===== src/rtl/lfsr_pkg.sv =====
// Shared LFSR definitions: Galois step function, default tap masks, checker FSM states.
package lfsr_pkg;

  localparam int LFSR_MAX_W = 64;

  typedef logic [LFSR_MAX_W-1:0] lfsr_word_t;

  typedef enum logic [1:0] {
    IDLE,
    SEED,
    VERIFY,
    LOCKED
  } lfsr_state_e;

  // Predictor control: load reseeds from the input word, adv steps the held word.
  typedef struct packed {
    logic load;
    logic adv;
  } pred_ctl_t;

  // Right-shift Galois masks for a few common widths; unknown widths fall back to
  // a single top tap, which still gives a legal (if short) sequence.
  function automatic lfsr_word_t default_taps(input int w);
    case (w)
      4:       return 64'h0000_0000_0000_000C;
      8:       return 64'h0000_0000_0000_00B8;
      16:      return 64'h0000_0000_0000_B400;
      24:      return 64'h0000_0000_00E1_0000;
      32:      return 64'h0000_0000_8020_0003;
      default: return lfsr_word_t'(1) << (w - 1);
    endcase
  endfunction

  // One Galois step; the caller zero-extends and truncates to its own width.
  function automatic lfsr_word_t galois_next(input lfsr_word_t s, input lfsr_word_t taps);
    return s[0] ? ((s >> 1) ^ taps) : (s >> 1);
  endfunction

endpackage


===== src/rtl/galois_lfsr_predict.sv =====
// Expected-word register: reseeds from the incoming word or free-runs one step per word.
module galois_lfsr_predict
  import lfsr_pkg::*;
#(
  parameter int                   BIT_WIDTH = 8,
  parameter logic [BIT_WIDTH-1:0] TAPS      = BIT_WIDTH'(default_taps(BIT_WIDTH))
) (
  input  logic                 clk,
  input  logic                 rst,
  input  pred_ctl_t            ctl,
  input  logic [BIT_WIDTH-1:0] din,
  output logic [BIT_WIDTH-1:0] expected
);

  logic [BIT_WIDTH-1:0] src;

  // load has priority: a reseed predicts from the word just seen
  assign src = ctl.load ? din : expected;

  // Step the prediction whenever the FSM asks for a new expected word
  always_ff @(posedge clk) begin
    if (rst)
      expected <= '0;
    else if (ctl.load || ctl.adv)
      expected <= BIT_WIDTH'(galois_next(lfsr_word_t'(src), lfsr_word_t'(TAPS)));
  end

endmodule


===== config.mk =====
export PLATFORM = sky130hd
export DESIGN_NAME = galois_lfsr_predict
export DESIGN_NICKNAME = d
export VERILOG_FILES = /design/src/rtl/lfsr_pkg.sv /design/src/rtl/galois_lfsr_predict.sv
export SDC_FILE = /design/constraint.sdc
export NUM_CORES = 1
export LEC_CHECK = 0
export CAP_MARGIN = 20
export CORE_AREA = 5 5 42 44
export CTS_CLUSTER_SIZE = 40
export DETAILED_ROUTE_END_ITERATION = 6
export DIE_AREA = 0 0 47 49
export PLACE_DENSITY = 0.68
export SLEW_MARGIN = 20
export SYNTH_ARGS = -nofsm -noshare
export SYNTH_HDL_FRONTEND = slang
export SYNTH_SLANG_ARGS = --single-unit

===== constraint.sdc =====
create_clock -name clk -period 1.2 [get_ports clk]
set_input_delay 0.24 -clock clk [delete_from_list [all_inputs] [get_ports clk]]
set_output_delay 0.24 -clock clk [all_outputs]
set_load 0.05 [all_outputs]

Word level (Yosys, flattened, before mapping)
Index checks and enable logic that the tools add are counted.
{"block": "classes", "bitwise_logic": 1, "n_reduce_logical": 1, "mux": 2}
{"op": "two-way mux 8 bit", "count": 2}
{"op": "NOT 3 -> 4 bit", "count": 1}
{"op": "logical OR 1 bit", "count": 1}
{"block": "totals", "ff_bits": 8, "word_cells": 5}

Logic depth before layout (Yosys ltp)
Gate-level depths: netlist of the first run.
{"block": "logic_depth", "word_depth": 3, "ltp_mapped": 4}

Least setup slack after synthesis of the first run
Ideal clock, no wire load.
{"block": "synth_path", "path_type": "reg2reg", "from": "register expected[0]", "to": "register expected[3]", "synth_period_minus_slack_ns": 1.353, "setup_ns": 0.112, "t_arrival_ns": 1.241, "path_stages_with_launch": 4, "slack_ns": -0.153, "path_cell_list": "dfxtp_1 > xor2_1 > nor2_1 > a2111oi_1"}
{"block": "synth_between", "elab_chain_cells": 2}
{"item": "from (decl)", "line": "galois_lfsr_predict.sv:12", "source": "output logic [BIT_WIDTH-1:0] expected"}
{"item": "from (signal assigned)", "line": "galois_lfsr_predict.sv:25", "source": "expected <= BIT_WIDTH'(galois_next(lfsr_word_t'(src), lfsr_word_t'(TAPS)));"}
{"item": "two-way mux 8 bit", "line": "galois_lfsr_predict.sv:18", "source": "assign src = ctl.load ? din : expected;"}
{"item": "two-way mux 8 bit", "line": "lfsr_pkg.sv:36", "source": "return s[0] ? ((s >> 1) ^ taps) : (s >> 1);"}
No other way between the ends.
A chain may end at the register's enable or synchronous reset.

Worst setup path in the final report of the first run
{"block": "layout_path", "from": "input port ctl[1] (netlist name)", "to": "register expected[5]"}
{"block": "layout_between", "elab_chain_cells": 3, "word_cells_on_any_way": 4}
{"item": "from (decl)", "line": "galois_lfsr_predict.sv:10", "source": "input pred_ctl_t ctl,"}
{"item": "two-way mux 8 bit", "line": "galois_lfsr_predict.sv:18"}
{"item": "NOT 3 -> 4 bit (no source line)"}
{"item": "two-way mux 8 bit", "line": "lfsr_pkg.sv:36"}
Several ways; a longest one is shown, not always the timed one.

==> metrics.txt, run 1 <==
# TYPE chip_impl_metric gauge
chip_impl_metric{name="maxCapViolCount",unit=""} 0
chip_impl_metric{name="number_of_antenna_violations_at_the_first_check_in_global_routing",unit=""} 0
chip_impl_metric{name="achievable-frequency",unit="MHz"} 902.5
chip_impl_metric{name="post_synth_num_cell_types",unit=""} 12
chip_impl_info{name="unrepaired_setup_endpoints_after_global_routing",value="no"} 1
chip_impl_metric{name="synth-seq-cells",unit=""} 8
chip_impl_metric{name="post_synth_inst_count",unit=""} 41
chip_impl_metric{name="die_h",unit="um"} 49
chip_impl_info{name="synth.largest_area_cell",value="sky130_fd_sc_hd__dfxtp_1"} 1
chip_impl_metric{name="final_core_utilization",unit="%"} 53.39
chip_impl_metric{name="period_needed",unit="ns"} 1.108
chip_impl_metric{name="chip_width",unit="um"} 47
chip_impl_metric{name="cts.sinks",unit=""} 8
chip_impl_metric{name="setup-tns-final",unit="ns"} 0
chip_impl_metric{name="grt.total_usage",unit="%"} 11.01
chip_impl_metric{name="worst_ep_arrival",unit="ns"} 1.26
chip_impl_metric{name="vdd_ir_drop_max",unit="mV"} 0.4917
chip_impl_metric{name="cts_inserted_buffers",unit=""} 3
chip_impl_metric{name="grt_max_degree",unit=""} 12
chip_impl_metric{name="vias",unit=""} 390
chip_impl_metric{name="critical_path_required",unit="ns"} 1.35
chip_impl_metric{name="crit_share_post_route",unit="%"} 92.33
chip_impl_metric{name="drt_wl_total",unit="mm"} 1.079
chip_impl_info{name="cts.root.buffer_cell",value="sky130_fd_sc_hd__clkbuf_4"} 1
chip_impl_metric{name="first_global_vias",unit=""} 385
chip_impl_metric{name="pwr_density_cell",unit="mW/mm^2"} 1097
chip_impl_info{name="outcome",value="completed"} 1
chip_impl_metric{name="post-dp-hpwl",unit="um"} 860
chip_impl_metric{name="fin_skew",unit="ns"} 0.007266
chip_impl_metric{name="met2_routed_length",unit="um"} 461
chip_impl_metric{name="final-max-slew-violation-count",unit=""} 0
chip_impl_metric{name="post-cts-setup-buffers",unit=""} 0
chip_impl_info{name="cp_endpoint_kind",value="flip-flop"} 1
chip_impl_metric{name="m1WireLength",unit="um"} 513
chip_impl_metric{name="finalSetupViolCount",unit=""} 0
chip_impl_metric{name="largest_register_ff_count",unit=""} 8
chip_impl_info{name="largest_registers",value="expected (8)"} 1
chip_impl_metric{name="initial_utilization",unit="%"} 29.82
chip_impl_metric{name="finish.net_count",unit=""} 78
chip_impl_info{name="crit_type",value="input port to flip-flop"} 1
chip_impl_metric{name="floorplan.rows",unit=""} 14
chip_impl_metric{name="synthToLayoutAreaGrowth",unit="%"} 79.04
chip_impl_metric{name="vias_per_cell",unit=""} 4.875
chip_impl_metric{name="power_leakage",unit="nW"} 0.3212
chip_impl_metric{name="gp_routability_congestion",unit=""} 0.7339
chip_impl_metric{name="timing_hold_violations_final",unit=""} 0
chip_impl_metric{name="met3_length",unit="um"} 71
chip_impl_info{name="synth.area.top_cells",value="sky130_fd_sc_hd__dfxtp_1, sky130_fd_sc_hd__mux2_1, sky130_fd_sc_hd__mux2i_1"} 1
chip_impl_metric{name="synthesized_netlist_net_count",unit=""} 53
chip_impl_metric{name="buffer_ports.inserted",unit=""} 19
chip_impl_metric{name="diode_insertion_count_for_antenna_repair",unit=""} 0
chip_impl_info{name="highest-signal-layer",value="met4"} 1
chip_impl_info{name="top_register_by_number_of_flip_flops",value="expected"} 1
chip_impl_metric{name="design.portCount",unit=""} 20
chip_impl_metric{name="die_area",unit="mm^2"} 0.002303
chip_impl_info{name="hold_path.class",value="input port to flip-flop"} 1
chip_impl_metric{name="ant_nets",unit=""} 0
chip_impl_metric{name="h-tree-depth",unit=""} 1
chip_impl_metric{name="summed_instance_area_of_the_synthesized_netlist",unit="um^2"} 417.9
chip_impl_info{name="tritoncts_clock_tree",value="built"} 1
chip_impl_metric{name="floorplan.core_area",unit="mm^2"} 0.001401
chip_impl_metric{name="timing.slew.headroom",unit="%"} 80.45
chip_impl_metric{name="clock_insertion_delay_worst_skew",unit="ns"} 0.26
chip_impl_metric{name="worst-slew-pin-transition",unit="ns"} 0.2933
chip_impl_metric{name="crit_path_max_fanout",unit=""} 3
chip_impl_info{name="worstSetupStartpointType",value="input port"} 1
chip_impl_metric{name="synth_top_area_share",unit="%"} 38.32
chip_impl_metric{name="route.detailed.drc",unit=""} 0
chip_impl_metric{name="cts_buffer_depth",unit=""} 2
chip_impl_metric{name="drive_above_1_share",unit="%"} 31.25
chip_impl_metric{name="dr.first_iter.drc_count",unit=""} 2
chip_impl_metric{name="synth_area_per_cell",unit="um^2"} 10.19
chip_impl_metric{name="grt_overflow",unit=""} 0
chip_impl_metric{name="global_route_wire_length_before_repair",unit="mm"} 1.704
chip_impl_metric{name="drt_pre_antenna_iters",unit=""} 2
chip_impl_metric{name="reg2reg_setup_slack",unit="ns"} 0.12
chip_impl_metric{name="synth-warning-count",unit=""} 0
chip_impl_metric{name="synth_seq_area_share",unit="%"} 38.32
chip_impl_metric{name="detail_route.wl_per_cell",unit="um"} 13.49
chip_impl_metric{name="cts.clk_slew.worst_paths",unit="ns"} 0.06
==> synth_stat cells (all sizes together) <==
cell type	number
buf	2
nor3	3
dfxtp	8
nand2b	1
mux2i	5
mux2	5
xor2	3
xnor2	3
nor2	8
a2111oi	3
==> cells in the final DEF, fill, tap and decap left out, types with 4 or more instances in the layout <==
master,instances
sky130_fd_sc_hd__nor2_1,8
sky130_fd_sc_hd__dfxtp_1,4
sky130_fd_sc_hd__buf_12,8
sky130_fd_sc_hd__mux2_1,5
sky130_fd_sc_hd__clkdlybuf4s50_1,9
sky130_fd_sc_hd__dfxtp_2,4
sky130_fd_sc_hd__mux2i_1,5
==> what timing repair did <==
action	in CTS	in global routing
pin swaps	0	0
hold buffers	0	0
setup endpoints to repair	8	1
gates resized for setup	2	1
==> stage by stage <==
step / instances / power (mW) / hold WS (ns) / cell area (um^2) / worst slack, ns
after floorplan: 41 / 0.4561 / 0.3050 / 422.9 / 0.04148
after global placement: 77 / 0.6099 / 0.6145 / 723.2 / -0.3392
after detailed placement: 77 / 0.6132 / 0.6168 / 723.2 / -0.3514
after CTS: 80 / 0.8238 / 0.5386 / 743.2 / 0.07208
after global routing: 80 / 0.8542 / 0.5428 / 748.2 / 0.01027
final: 80 / 0.8211 / 0.5292 / 748.2 / 0.09200
==> cell families after synthesis <==
logic type,Yosys count,share of synthesized area [%]
xor+xnor,6,12.58
mux,10,25.45
compound gates,3,8.382
buf+inv,2,2.994
flops,8,38.32
simple gates,12,12.28
==> final timing paths <==
kind	from	end	cells after the start
setup / recovery	ctl[1]	expected[5]	4
hold / removal	din[0]	expected[7]	3
setup reg to reg	expected[0]	expected[4]	3
hold reg to reg	expected[6]	expected[5]	3
==> power breakdown <==
part | internal, mW | switching [mW] | total (mW)
Sequential | 0.289 | 0.0311 | 0.321
Combinational | 0.153 | 0.133 | 0.286
Clock | 0.115 | 0.0995 | 0.214
==> metal layers <==
layer | vias up | global-route usage (%)
met3 | 5 | 4.428
met1 | 175 | 14.60
met2 | 16 | 13.57
li1 | 194 | -
met4 | 0 | 8.295
met5 | - | 0
==> worst max-delay path, cell delays in order <==
cell and delay, ns:
sky130_fd_sc_hd__clkdlybuf4s50_1 0.47, sky130_fd_sc_hd__nand2b_1 0.16, sky130_fd_sc_hd__nor2_1 0.06, sky130_fd_sc_hd__a2111oi_1 0.33
==> final cells by class <==
cell class | instances | area (um^2)
Fill cell | 142 | 653.1
Multi-Input combinational cell | 31 | 250.2
Timing Repair Buffer | 22 | 290.3
Tap cell | 16 | 20.02
Clock buffer | 3 | 22.52
Sequential cell | 8 | 165.2
Power figures use the tool's default switching activity.
==> inputs of run 2 (changes only) <==
--- a/config.mk
+++ b/config.mk
@@ -5,12 +5,13 @@
 export SDC_FILE = /design/constraint.sdc
 export NUM_CORES = 1
 export LEC_CHECK = 0
-export CAP_MARGIN = 20
+export ABC_AREA = 1
+export CAP_MARGIN = 15
 export CORE_AREA = 5 5 42 44
 export CTS_CLUSTER_SIZE = 40
 export DETAILED_ROUTE_END_ITERATION = 6
 export DIE_AREA = 0 0 47 49
-export PLACE_DENSITY = 0.68
+export PLACE_DENSITY = 0.74
 export SLEW_MARGIN = 20
 export SYNTH_ARGS = -nofsm -noshare
 export SYNTH_HDL_FRONTEND = slang
==> metrics.txt, run 2 <==
# TYPE chip_impl_metric gauge
chip_impl_info{name="unrepaired_setup_endpoints_after_global_routing",value="no"} 1
chip_impl_metric{name="summed_instance_area_of_the_synthesized_netlist",unit="um^2"} 493.0
chip_impl_metric{name="final_cell_count_no_fill",unit=""} 124
chip_impl_metric{name="achievable-frequency",unit="MHz"} 915.1
chip_impl_metric{name="gp_routability_congestion",unit=""} 0.7354
chip_impl_metric{name="finish.net_count",unit=""} 122
chip_impl_metric{name="ant_nets",unit=""} 0
chip_impl_metric{name="buffer_ports.inserted",unit=""} 19
chip_impl_metric{name="totalPowerFinal",unit="mW"} 0.8125
chip_impl_metric{name="drt_pre_antenna_iters",unit=""} 4
chip_impl_metric{name="global_route_wire_length_before_repair",unit="mm"} 2.139
chip_impl_metric{name="worst-path-buf-inv",unit=""} 1
chip_impl_metric{name="critical_path_required",unit="ns"} 0.96
chip_impl_metric{name="grt.total_usage",unit="%"} 12.47
chip_impl_info{name="synth_flop_cell",value="sky130_fd_sc_hd__dfxtp_1"} 1
chip_impl_metric{name="finalSetupViolCount",unit=""} 0
chip_impl_metric{name="diode_insertion_count_for_antenna_repair",unit=""} 0
chip_impl_info{name="hold_path.class",value="flip-flop to flip-flop"} 1
chip_impl_metric{name="die_h",unit="um"} 49
chip_impl_metric{name="period_needed",unit="ns"} 1.093
chip_impl_info{name="top_register_by_number_of_flip_flops",value="expected"} 1
chip_impl_metric{name="vias_per_cell",unit=""} 4.815
chip_impl_info{name="synth.largest_area_cell",value="sky130_fd_sc_hd__dfxtp_1"} 1
chip_impl_metric{name="vias",unit=""} 597
chip_impl_info{name="layout_commonest_cell",value="sky130_fd_sc_hd__nand2_1"} 1
chip_impl_metric{name="crit_path_max_fanout",unit=""} 4
chip_impl_metric{name="fin_skew",unit="ns"} 0.006207
chip_impl_metric{name="route.detailed.drc",unit=""} 0
chip_impl_metric{name="cts.clk_slew.worst_paths",unit="ns"} 0.06
chip_impl_info{name="crit_type",value="flip-flop to output pin"} 1
chip_impl_metric{name="filler_cell_count",unit=""} 133
chip_impl_metric{name="multi_input_area",unit="um^2"} 250.2
chip_impl_metric{name="timing.hold.ws",unit="ns"} 0.5445
chip_impl_metric{name="final_core_utilization",unit="%"} 58.21
chip_impl_info{name="worst_path_top_cell_family_by_delay",value="flip-flops"} 1
chip_impl_metric{name="vdd_ir_drop_max",unit="mV"} 0.6315
chip_impl_metric{name="cts_buffer_depth",unit=""} 2
chip_impl_metric{name="h-tree-depth",unit=""} 1
chip_impl_metric{name="dr.first_iter.drc_count",unit=""} 14
chip_impl_info{name="r2r-start",value="expected[0]"} 1
chip_impl_metric{name="cts.sinks",unit=""} 8
chip_impl_info{name="cts.root.buffer_cell",value="sky130_fd_sc_hd__clkbuf_4"} 1
chip_impl_info{name="largest_registers",value="expected (8)"} 1
chip_impl_metric{name="design.portCount",unit=""} 20
chip_impl_metric{name="initial_utilization",unit="%"} 35.18
chip_impl_metric{name="drive_above_1_share",unit="%"} 17.59
chip_impl_metric{name="grt_overflow",unit=""} 0
chip_impl_metric{name="post-cts-setup-buffers",unit=""} 0
chip_impl_metric{name="drt_wl_total",unit="mm"} 1.294
chip_impl_metric{name="stdcell_area",unit="um^2"} 815.8
chip_impl_metric{name="worst_slack",unit="ns"} 0.1072
chip_impl_metric{name="timing_hold_violations_final",unit=""} 0
chip_impl_metric{name="synthesized_netlist_net_count",unit=""} 96
chip_impl_info{name="worstSetupStartpointType",value="flip-flop"} 1
chip_impl_metric{name="placement.cell_area",unit="um^2"} 794.5
chip_impl_metric{name="placedCellCount",unit=""} 121
chip_impl_info{name="layout_common_cells",value="sky130_fd_sc_hd__nand2_1, sky130_fd_sc_hd__inv_1, sky130_fd_sc_hd__clkdlybuf4s50_1, sky130_fd_sc_hd__dfxtp_1, sky130_fd_sc_hd__buf_12"} 1
chip_impl_metric{name="die_area",unit="mm^2"} 0.002303
chip_impl_metric{name="post_synth_num_cell_types",unit=""} 12
chip_impl_metric{name="synth_top_area_share",unit="%"} 32.49
chip_impl_metric{name="synth_enable_flop_cells",unit=""} 0
chip_impl_metric{name="largest_register_ff_count",unit=""} 8
chip_impl_metric{name="final-max-slew-violation-count",unit=""} 0
chip_impl_metric{name="reg2reg_setup_slack",unit="ns"} 0.23
chip_impl_info{name="crit_slowest_cell",value="sky130_fd_sc_hd__dfxtp_1"} 1
chip_impl_info{name="holdCritStartpoint",value="expected[3]"} 1
chip_impl_metric{name="power_leakage",unit="nW"} 0.4174
chip_impl_metric{name="post_synth_inst_count",unit=""} 84
chip_impl_info{name="cp_endpoint_kind",value="output pin"} 1
chip_impl_metric{name="postCtsResizedCells",unit=""} 1
chip_impl_metric{name="seq_area",unit="um^2"} 160.2
chip_impl_info{name="outcome",value="completed"} 1
chip_impl_metric{name="pwr_density_cell",unit="mW/mm^2"} 996.0
chip_impl_metric{name="worst_ep_arrival",unit="ns"} 0.85
chip_impl_info{name="synthTopCellsByCount",value="sky130_fd_sc_hd__nand2_1, sky130_fd_sc_hd__inv_1, sky130_fd_sc_hd__dfxtp_1"} 1
chip_impl_metric{name="synth-seq-cells",unit=""} 8
chip_impl_info{name="crit_start",value="expected[6]"} 1
chip_impl_info{name="post-synth-top-count-cell",value="sky130_fd_sc_hd__nand2_1"} 1
chip_impl_info{name="cp_cell_sequence",value="buf_12"} 1
chip_impl_metric{name="clock_insertion_delay_worst_skew",unit="ns"} 0.26
chip_impl_metric{name="number_of_antenna_violations_at_the_first_check_in_global_routing",unit=""} 0
chip_impl_metric{name="setup-tns-final",unit="ns"} 0
chip_impl_metric{name="asyncSetResetFlopFracSynth",unit="%"} 0
chip_impl_metric{name="placement.setup.worst_slack",unit="ns"} -0.2693
chip_impl_metric{name="crit_path_max_incr_delay",unit="ns"} 0.43
chip_impl_metric{name="synth_seq_area_share",unit="%"} 32.49
chip_impl_metric{name="timing.slew.headroom",unit="%"} 81.02
chip_impl_metric{name="post-dp-hpwl",unit="mm"} 1.053
chip_impl_metric{name="grt_max_degree",unit=""} 10
chip_impl_metric{name="cts-hold-fix-buffers",unit=""} 0
chip_impl_metric{name="floorplan.rows",unit=""} 14
chip_impl_metric{name="synthToLayoutAreaGrowth",unit="%"} 65.48
chip_impl_metric{name="synth_area_per_cell",unit="um^2"} 5.869
chip_impl_metric{name="cts_inserted_buffers",unit=""} 3
chip_impl_metric{name="synth-warning-count",unit=""} 0
chip_impl_metric{name="crit_share_post_route",unit="%"} 91.07
chip_impl_metric{name="detail_route.wl_per_cell",unit="um"} 10.44
chip_impl_metric{name="floorplan.core_area",unit="mm^2"} 0.001401
chip_impl_info{name="tritoncts_clock_tree",value="built"} 1
chip_impl_metric{name="worst-slew-pin-transition",unit="ns"} 0.2837
chip_impl_metric{name="maxCapViolCount",unit=""} 0
chip_impl_info{name="synth.area.top_cells",value="sky130_fd_sc_hd__dfxtp_1, sky130_fd_sc_hd__nand2_1, sky130_fd_sc_hd__inv_1"} 1
chip_impl_metric{name="chip_width",unit="um"} 47
chip_impl_metric{name="first_global_vias",unit=""} 570
[run 2: final timing paths]
kind                 endpoint  depth (start not counted)
hold reg to reg   expected[2]                          2
setup reg to reg  expected[3]                          7
hold / removal    expected[2]                          2
setup / recovery  expected[6]                          1
[run 2: layer usage]
| layer | part of all wire, % | GRT usage, % | vias up |
|---|---|---|---|
| met3 | 6.4 | 2.214 | 5 |
| met5 | 0 | 0 | - |
| met4 | 3.0 | 8.295 | 0 |
| met1 | 43 | 14.10 | 263 |
| met2 | 47 | 20.14 | 23 |
| li1 | - | - | 306 |
[run 2: cells by family (layout without fill, tap and decap cells)]
logic type / Yosys count / in the layout / share of synthesized area (%)
flops: 8 / 8 / 32.49
compound gates: 10 / 10 / 12.18
simple gates: 48 / 48 / 38.58
buf+inv: 18 / 42 / 16.75
[run 2: final cells by class]
type / count / share of cell area (%)
Timing Repair Buffer: 24 / 37.58
Sequential cell: 8 / 19.63
Tap cell: 16 / 2.454
Inverter: 15 / 6.902
Multi-Input combinational cell: 58 / 30.67
Clock buffer: 3 / 2.761
[run 2: worst reg2reg max path, delay by kind of cell (launching register included)]
kind,cells,cell delay [ns]
DFF,1,0.41
and+or+nand+nor,5,0.35
buffers and inverters,2,0.09
[run 2: power by group]
group          total [mW]  internal [mW]  switching [mW]
Clock               0.206          0.114          0.0919
Combinational       0.294          0.145           0.150
Sequential          0.312          0.285          0.0263
==> inputs of run 3 (changes only) <==
--- a/config.mk
+++ b/config.mk
@@ -6,6 +6,7 @@
 export NUM_CORES = 1
 export LEC_CHECK = 0
 export ABC_AREA = 1
+export ABC_CLOCK_PERIOD_IN_PS = 1200
 export CAP_MARGIN = 15
 export CORE_AREA = 5 5 42 44
 export CTS_CLUSTER_SIZE = 40
==> results of run 3 <==
Final layout, timing and power as in run 2 (identical DEF).
